**config.mk**
```make
export PLATFORM = sky130hd
export DESIGN_NAME = cp0_nested_irq
export DESIGN_NICKNAME = d
export VERILOG_FILES = /design/src/rtl/cp0_nested_irq.sv
export SDC_FILE = /design/constraint.sdc
export NUM_CORES = 2
export LEC_CHECK = 0
export CORE_MARGIN = 2
export CORE_UTILIZATION = 60
export DETAILED_ROUTE_END_ITERATION = 6
export GPL_ROUTABILITY_DRIVEN = 0
export PLACE_DENSITY = 0.78
export SYNTH_ARGS = -nofsm -noshare
export SYNTH_HDL_FRONTEND = slang
export SYNTH_SLANG_ARGS = --single-unit
```
**constraint.sdc**
```tcl
create_clock -name clk -period 5.4 [get_ports clk]
set_input_delay 1.08 -clock clk [delete_from_list [all_inputs] [get_ports clk]]
set_output_delay 1.08 -clock clk [all_outputs]
set_load 0.05 [all_outputs]
```
**src/rtl/cp0_nested_irq.sv**
```systemverilog
// MIPS coprocessor 0: interrupt lines, Count/Compare timer and a
// Status/EPC stack so that nested exceptions return to the right place.
module cp0_nested_irq #(
  parameter int          IRQ_NUM    = 5,
  parameter int          NEST_DEPTH = 4,
  parameter int          TIMER_DIV  = 1,
  parameter logic [31:0] EXC_VECTOR = 32'h0000_0004
) (
  input  logic               clk,
  input  logic               rst_n,
  input  logic               mtc0,
  input  logic               eret,
  input  logic [4:0]         addr,
  input  logic [31:0]        cp0_in,
  input  logic [31:0]        pc,
  input  logic [4:0]         exc_code_in,
  input  logic               teq_exc,
  input  logic [IRQ_NUM-1:0] irq,
  output logic [31:0]        cp0_out,
  output logic [31:0]        epc_out,
  output logic               exc_req,
  output logic [3:0]         nest_level,
  output logic               nest_ovf
);

  localparam int IW = (NEST_DEPTH > 1) ? $clog2(NEST_DEPTH) : 1;
  localparam logic [31:0] ST_MASK =
    {{(23-IRQ_NUM){1'b0}}, {IRQ_NUM{1'b1}}, 9'h10F};

  logic [31:0] r_regs [32];
  logic [31:0] r_st_stk [NEST_DEPTH];
  logic [31:0] r_epc_stk [NEST_DEPTH];
  logic [31:0] r_count;
  logic [31:0] r_compare;
  logic [31:0] r_status;
  logic [31:0] r_epc0;
  logic [4:0]  r_exccode;
  logic [3:0]  r_level;
  logic [7:0]  r_pre;
  logic        r_tp;
  logic        r_ovf;

  logic          w_ie;
  logic          w_sync;
  logic          w_intr;
  logic          w_exc;
  logic          w_eret;
  logic          w_wr;
  logic          w_empty;
  logic          w_full;
  logic          w_tick;
  logic [IW-1:0] w_top_idx;
  logic [IW-1:0] w_push_idx;
  logic [31:0]   w_epc_top;
  logic [31:0]   w_cause;
  logic [31:0]   w_cnt_inc;
  logic [31:0]   w_rd;
  logic [IRQ_NUM:0] w_pend;

  assign w_ie   = r_status[0];
  assign w_sync = w_ie & (
      (r_status[1] & (exc_code_in == 5'd8)) |
      (r_status[2] & (exc_code_in == 5'd9)) |
      (r_status[3] & (exc_code_in == 5'd13) & teq_exc));
  assign w_pend = {irq, r_tp} & r_status[8+IRQ_NUM:8];
  assign w_intr = w_ie & ~w_sync & (|w_pend);
  assign w_exc  = w_sync | w_intr;
  assign w_eret = eret & ~w_exc;
  assign w_wr   = mtc0 & ~w_exc & ~eret;

  assign w_empty    = (r_level == 4'd0);
  assign w_full     = (r_level == 4'(NEST_DEPTH));
  assign w_top_idx  = IW'(r_level - 4'd1);
  assign w_push_idx = w_full ? IW'(NEST_DEPTH - 1) : IW'(r_level);
  assign w_epc_top  = w_empty ? r_epc0 : r_epc_stk[w_top_idx];

  assign w_cause = {{(23-IRQ_NUM){1'b0}}, irq, r_tp,
                    1'b0, r_exccode, 2'b00};

  assign w_tick    = (r_pre == 8'(TIMER_DIV - 1));
  assign w_cnt_inc = r_count + 32'd1;

  always_comb begin
    w_rd = r_regs[addr];
    case (addr)
      5'd9:    w_rd = r_count;
      5'd11:   w_rd = r_compare;
      5'd12:   w_rd = r_status;
      5'd13:   w_rd = w_cause;
      5'd14:   w_rd = w_epc_top;
      default: w_rd = r_regs[addr];
    endcase
  end

  // Outputs are forced to their idle values while reset is held.
  assign cp0_out    = rst_n ? w_rd : 32'd0;
  assign epc_out    = (rst_n & eret) ? w_epc_top : EXC_VECTOR;
  assign exc_req    = w_exc;
  assign nest_level = r_level;
  assign nest_ovf   = r_ovf;

  always_ff @(posedge clk or negedge rst_n) begin
    if (!rst_n) begin
      r_count   <= '0;
      r_compare <= '0;
      r_pre     <= '0;
      r_tp      <= 1'b0;
    end else begin
      if (w_wr && addr == 5'd9) begin
        r_count <= cp0_in;
        r_pre   <= '0;
      end else if (w_tick) begin
        r_count <= w_cnt_inc;
        r_pre   <= '0;
      end else begin
        r_pre <= r_pre + 8'd1;
      end
      if (w_wr && addr == 5'd11) begin
        r_compare <= cp0_in;
        r_tp      <= 1'b0;
      end else if (w_tick && !(w_wr && addr == 5'd9)
                   && w_cnt_inc == r_compare) begin
        r_tp <= 1'b1;
      end
    end
  end

  always_ff @(posedge clk or negedge rst_n) begin
    if (!rst_n) begin
      for (int i = 0; i < 32; i++) r_regs[i] <= '0;
      for (int i = 0; i < NEST_DEPTH; i++) begin
        r_st_stk[i]  <= '0;
        r_epc_stk[i] <= '0;
      end
      r_status  <= '0;
      r_epc0    <= '0;
      r_exccode <= '0;
      r_level   <= '0;
      r_ovf     <= 1'b0;
    end else if (w_exc) begin
      r_st_stk[w_push_idx]  <= r_status;
      r_epc_stk[w_push_idx] <= pc;
      if (w_full) r_ovf   <= 1'b1;
      else        r_level <= r_level + 4'd1;
      r_status[0] <= 1'b0;
      r_exccode   <= w_sync ? exc_code_in : 5'd0;
    end else if (w_eret) begin
      if (!w_empty) begin
        r_status <= r_st_stk[w_top_idx];
        r_level  <= r_level - 4'd1;
        if (r_level == 4'd1) r_epc0 <= '0;
      end else begin
        r_status[0] <= 1'b1;
      end
    end else if (w_wr) begin
      case (addr)
        5'd9, 5'd11, 5'd13: ;
        5'd12: r_status <= cp0_in & ST_MASK;
        5'd14: begin
          if (w_empty) r_epc0 <= cp0_in;
          else         r_epc_stk[w_top_idx] <= cp0_in;
        end
        default: r_regs[addr] <= cp0_in;
      endcase
    end
  end

endmodule

```
* Yosys cells after proc, flatten, opt, wreduce, memory -nomap -nowiden
Index checks and enable logic that the tools add are counted.
** Cells by class
- Reductions and logical operators :: 30
- Order comparisons :: 6
- $add $sub $neg :: 4
- Mux-type cells :: 52
- Bitwise gates (word level) :: 23
- Equality and inequality tests :: 16
** Operator list (number)
- bitwise mux 1024 bit :: 1
- two-way mux 32 bit :: 23
- two-way mux 128 bit :: 5
- bitwise mux 128 bit :: 3
- binary-select mux 32 bit (select 5 bit) :: 1
- demux 32 bit (select 5 bit) :: 1
- one-hot mux 32 bit (5 select lines) :: 1
- binary-select mux 32 bit (select 2 bit) :: 2
- demux 32 bit (select 2 bit) :: 2
- equality test 5 x 4 -> 1 bit (second input constant) :: 8
- adder 32 x 1 -> 32 bit (second input constant) :: 1
- equality test 32 bit :: 1
- two-way mux 31 bit :: 1
- nonzero test 2 bit :: 9
- two-way mux 4 bit :: 4
- two-way mux 8 bit :: 2
- AND reduction 4 bit :: 3
- bitwise AND 1 bit :: 11
- adder 8 x 1 -> 8 bit (second input constant) :: 1
- logical NOT 8 bit :: 1
- inequality test 2 bit (second input constant) :: 4
- logical AND 1 bit :: 7
- bitwise AND 6 bit :: 1
- >= comparator 3 bit (second input constant) :: 2
- 23 further kinds :: 36
** Storage, ports and cells
- Output and inout port bits :: 70
- Input port bits :: 84
- Logic and storage cells :: 181
- Register bits after elaboration :: 1427

* Longest topological paths before layout
- Depth after elaboration :: 18
- Gate-level depth with buffers :: 14
- Depth with buffers taken out :: 9

* Worst setup path after synthesis
OpenSTA, ideal clock, no wires.
- Kind :: flip-flop to output port
- Start :: register r_level[0] (netlist: nest_level[0])
- End :: output epc_out[10]
- Required time :: 4320 ps
- Arrival time :: 4142 ps
- Buffers on the path :: 5
- Stages on the path, launching flop included :: 12
- Slack :: 178 ps
- Cells stage by stage :: dfrtp_1 clkbuf_1 clkbuf_1 buf_1 inv_1 ha_1 nand2b_1 or2_2 clkbuf_1 clkbuf_1 mux2i_1 nor2_1
** Between the ends
- Cells in the longest elaborated chain, start to end :: 7
- Elaborated cells on any way between the ends :: 8
- Those cells by class :: add/sub: 1; mux: 5; bitwise: 1; reduce/logical: 1
** Ends and longest elaborated chain
- from (decl) :: line 38 : logic [3:0] r_level;
- from (signal assigned) :: line 144 : else r_level <= r_level + 4'd1;
- from (signal assigned) :: line 150 : r_level <= r_level - 4'd1;
- subtractor 4 x 1 -> 4 bit
- net w_top_idx[0] :: line 52 : logic [IW-1:0] w_top_idx;
- NOT 2 -> 3 bit (not written as such) :: line 75 : assign w_epc_top = w_empty ? r_epc0 : r_epc_stk[w_top_idx];
- binary-select mux 32 bit (select 2 bit) :: line 75
- two-way mux 32 bit (not written as such) (2 in a row) :: line 75
- two-way mux 32 bit :: line 75
- two-way mux 32 bit :: line 97 : assign epc_out = (rst_n & eret) ? w_epc_top : EXC_VECTOR;
- to (decl) :: line 20 : output logic [31:0] epc_out,
The timed path passes the listed nets, and every way through them passes these cells. The select of a mux whose other input is x is not followed.

* Worst setup path after layout
- Start :: input addr[2]
- End :: output cp0_out[30]
** Between the ends
- Cells in the longest elaborated chain, start to end :: 6
- Elaborated cells on any way between the ends :: 11
- Those cells by class :: eq/ne: 5; mux: 5; bitwise: 1
** Ends and longest elaborated chain
- from (decl) :: line 13 : input logic [4:0] addr,
- NOT 5 -> 6 bit (not written as such) :: line 91 : default: w_rd = r_regs[addr];
- binary-select mux 32 bit (select 5 bit) :: line 91
- two-way mux 32 bit (not written as such) (2 in a row) :: line 91
- one-hot mux 32 bit (5 select lines) * :: line 85 : case (addr)
- two-way mux 32 bit * :: line 96 : assign cp0_out = rst_n ? w_rd : 32'd0;
- to (decl) :: line 19 : output logic [31:0] cp0_out,
Mark *: on every way between the ends. The rest lies on a longest branch, timed or not. The select of a mux whose other input is x is not followed.

==> impl_metrics.ini <==
[outcome]
outcome = finished, final reports clean

[critical_path]
cp-start-kind = input pin
cp_max_fo = 30
worstReg2RegEnd = r_regs[1007]
worstSetupPathType = input pin to primary output
reg2reg_from = r_status[9]
regToRegSetupSlack_ns = 1.63
cp.required_ns = 4.32
r2r_cells = 8
end_kind = primary output
cp.arrival_ns = 4.30

[placement]
dpl_cell_area_mm2 = 0.0664
port_buffers = 153
dp_cells = 5893
dpl.hpwl_mm = 112

[logic_synthesis]
syn_area_per_cell_um2 = 13.4
ys_top_cells_by_area = dfrtp_1, mux2_2, mux4_2, nand2_1, clkbuf_1
yosysWarnings = 0
synthTopCellsByCount = dfrtp_1, mux2_2, nand2_1
synth_cell_type_count = 72
seq_area_frac_synth = 0.536
synth_top_area_frac = 0.536
synth-main-ff-cell = dfrtp_1
netlist_instances = 4649
netlist_area_mm2 = 0.0625
synth_most_common_cell = dfrtp_1
synth_top_area_cell = dfrtp_1
synth_async_sr_flop_share = 1.00
synth_seq_cells = 1337
synth_edf_count = 0
syn-num-nets = 4744

[cells_and_area]
drive_gt1_frac = 0.379
multi_input_area_mm2 = 0.0270
fin_cells = 6139
stdcell_area_mm2 = 0.0710
area_growth_pct = 13.7
diodes = 0
finalNetCount = 4747
seq_area_mm2 = 0.0335
fillers = 6815

[job]
maxCapViolCount = 0

[sta]
period_share = 0.996
final_hold_viol_count = 0
fin_crit_ns = 5.38
final.setup_skew_ns = 0.0224
rsz0062_at_grt = no
finalSetupViolations = 0
relSlewSlack = 0.286
tightest_slew_ns = 1.07
max_freq_mhz = 186
holdWs_ns = 0.211
finalMaxSlewViolations = 0

[detailed_routing]
route.detailed.drc = 0
viasPerCell = 6.79
drt_iter0_markers = 5071
drt_wl_total_mm = 178
drtAntennaViolNets = 0
drt_pass1_iterations = 7
routed-via-count = 41700
wire_per_inst_um = 29.0

[floorplanning]
core_mm2 = 0.103
fp.dieH_um = 327
die_x_um = 327
boundaryPins = 154
initial_core_util = 0.605
rows = 118
dieArea_mm2 = 0.107

[clock_network]
cts_hold_buffers = 0
clkSinkCount = 1337
max-clock-path-buffers = 3
path_clk_slew_ns = 0.06
clockRootBuffer = clkbuf_16
numCtsBuffers = 137
cts_setup_buffers = 0
cts_tree = yes
clk_latency_ns = 0.78
htreeDepth = 4

[power_and_ir_drop]
power_frac_seq = 0.415
clockPowerShare = 0.304
p_sw_frac = 0.324
ir_drop_mv = 0.643
p_comb_frac = 0.281
p_sw_w = 0.0105
p_per_area_mw_per_mm2 = 454
p_leak_nw = 33.2
intPower_w = 0.0218

[global_route]
overflow = 0
antenna_found_initial = 6
grt_max_degree = 163
grt_pass1_vias = 42900
track_usage = 0.338
grt_pass1_wl_mm = 271

[min_path]
hold_class = input pin to async pin
[critical path, cell delays in order]
cell and delay, ns:
buf_4 0.41, clkinv_2 0.48, nand2_1 0.58, o22ai_1 0.18, a2111oi_1 0.94, buf_4 0.23, o21a_1 0.20, buf_12 0.16
[layout make-up]
cell class              instances  share of cell area
flip-flops and latches       1337               0.471
multi-input cells            2749               0.380
repair buffers                376              0.0569
clock buffers                 191              0.0552
well taps                    1380              0.0243
clock inverters                55              0.0103
inverters                      51             0.00271
[per-stage QoR]
step                TNS [ns]  utilization  total power, W  setup slack [ns]
global route               0        0.687          0.0334            0.0409
floorplan                  0            -          0.0190             0.178
CTS                        0        0.687          0.0321            0.0417
global placement           0        0.642          0.0220            0.0495
detailed placement    -0.105        0.642          0.0223           -0.0895
finish                     0        0.687          0.0323            0.0220
[flip-flops by register name, indices dropped and copies added, names as in the netlist]
name,flops
r_regs,934
r_epc_stk,128
r_st_stk,128
r_compare,32
r_count,32
r_epc0,32
r_status,32
r_pre,8
r_exccode,5
nest_level,4
nest_ovf,1
r_tp,1
[how the worst max path moves through the flow]
stage | startpoint | to | slack, ns | depth (start not counted)
after floorplan | nest_level[0] | epc_out[10] | 0.18 | 11
after global placement | addr[2] | cp0_out[7] | 0.05 | 10
after detailed placement | addr[2] | cp0_out[7] | -0.09 | 10
after CTS | addr[2] | cp0_out[7] | 0.04 | 10
after global routing | nest_level[1] | cp0_out[1] | 0.04 | 8
final | addr[2] | cp0_out[30] | 0.02 | 8
[power by group through the flow]
stage	clock [W]	sequential [W]	combinational [W]
after CTS	0.00988	0.0133	0.00897
after global placement	0	0.0133	0.00870
after floorplan	0	0.0130	0.00607
final	0.00982	0.0134	0.00907
after global routing	0.0103	0.0135	0.00956
after detailed placement	0	0.0134	0.00893
[layout by cell type (no fill, tap or decap), types with 49 or more instances in the layout]
| master | instances |
|---|---|
| a22oi_1 | 129 |
| buf_12 | 78 |
| buf_4 | 209 |
| clkbuf_16 | 137 |
| clkdlybuf4s50_1 | 84 |
| dfrtp_1 | 1336 |
| inv_1 | 49 |
| mux2_2 | 941 |
| mux2i_1 | 104 |
| mux4_2 | 286 |
| nand2_1 | 387 |
| nor2_1 | 133 |
| o21ai_0 | 85 |
| o2bb2ai_1 | 128 |
[what timing repair did]
action,in CTS,in global routing
gates resized for setup,2,1
hold endpoints to repair,0,0
endpoints found under the setup margin,2,1
[metal layers]
layer / vias to the layer above / wire, um / share of wire / global-route usage
met5: - / 13 / 0.000073 / 0
met3: 533 / 16100 / 0.090 / 0.0729
met1: 21800 / 68800 / 0.39 / 0.457
met4: 2 / 8740 / 0.049 / 0.160
li1: 17100 / - / - / -
met2: 2277 / 84500 / 0.47 / 0.526
[logic make-up (layout without fill, tap and decap cells)]
group | after synthesis | count (layout) | synth area share
buf+inv | 563 | 673 | 0.0364
compound gates | 583 | 583 | 0.0706
flops | 1337 | 1337 | 0.536
mux | 1356 | 1356 | 0.294
xor+xnor | 84 | 84 | 0.0118
fa+ha+maj | 11 | 11 | 0.00220
simple gates | 715 | 715 | 0.0497
Power figures use the tool's default switching activity.
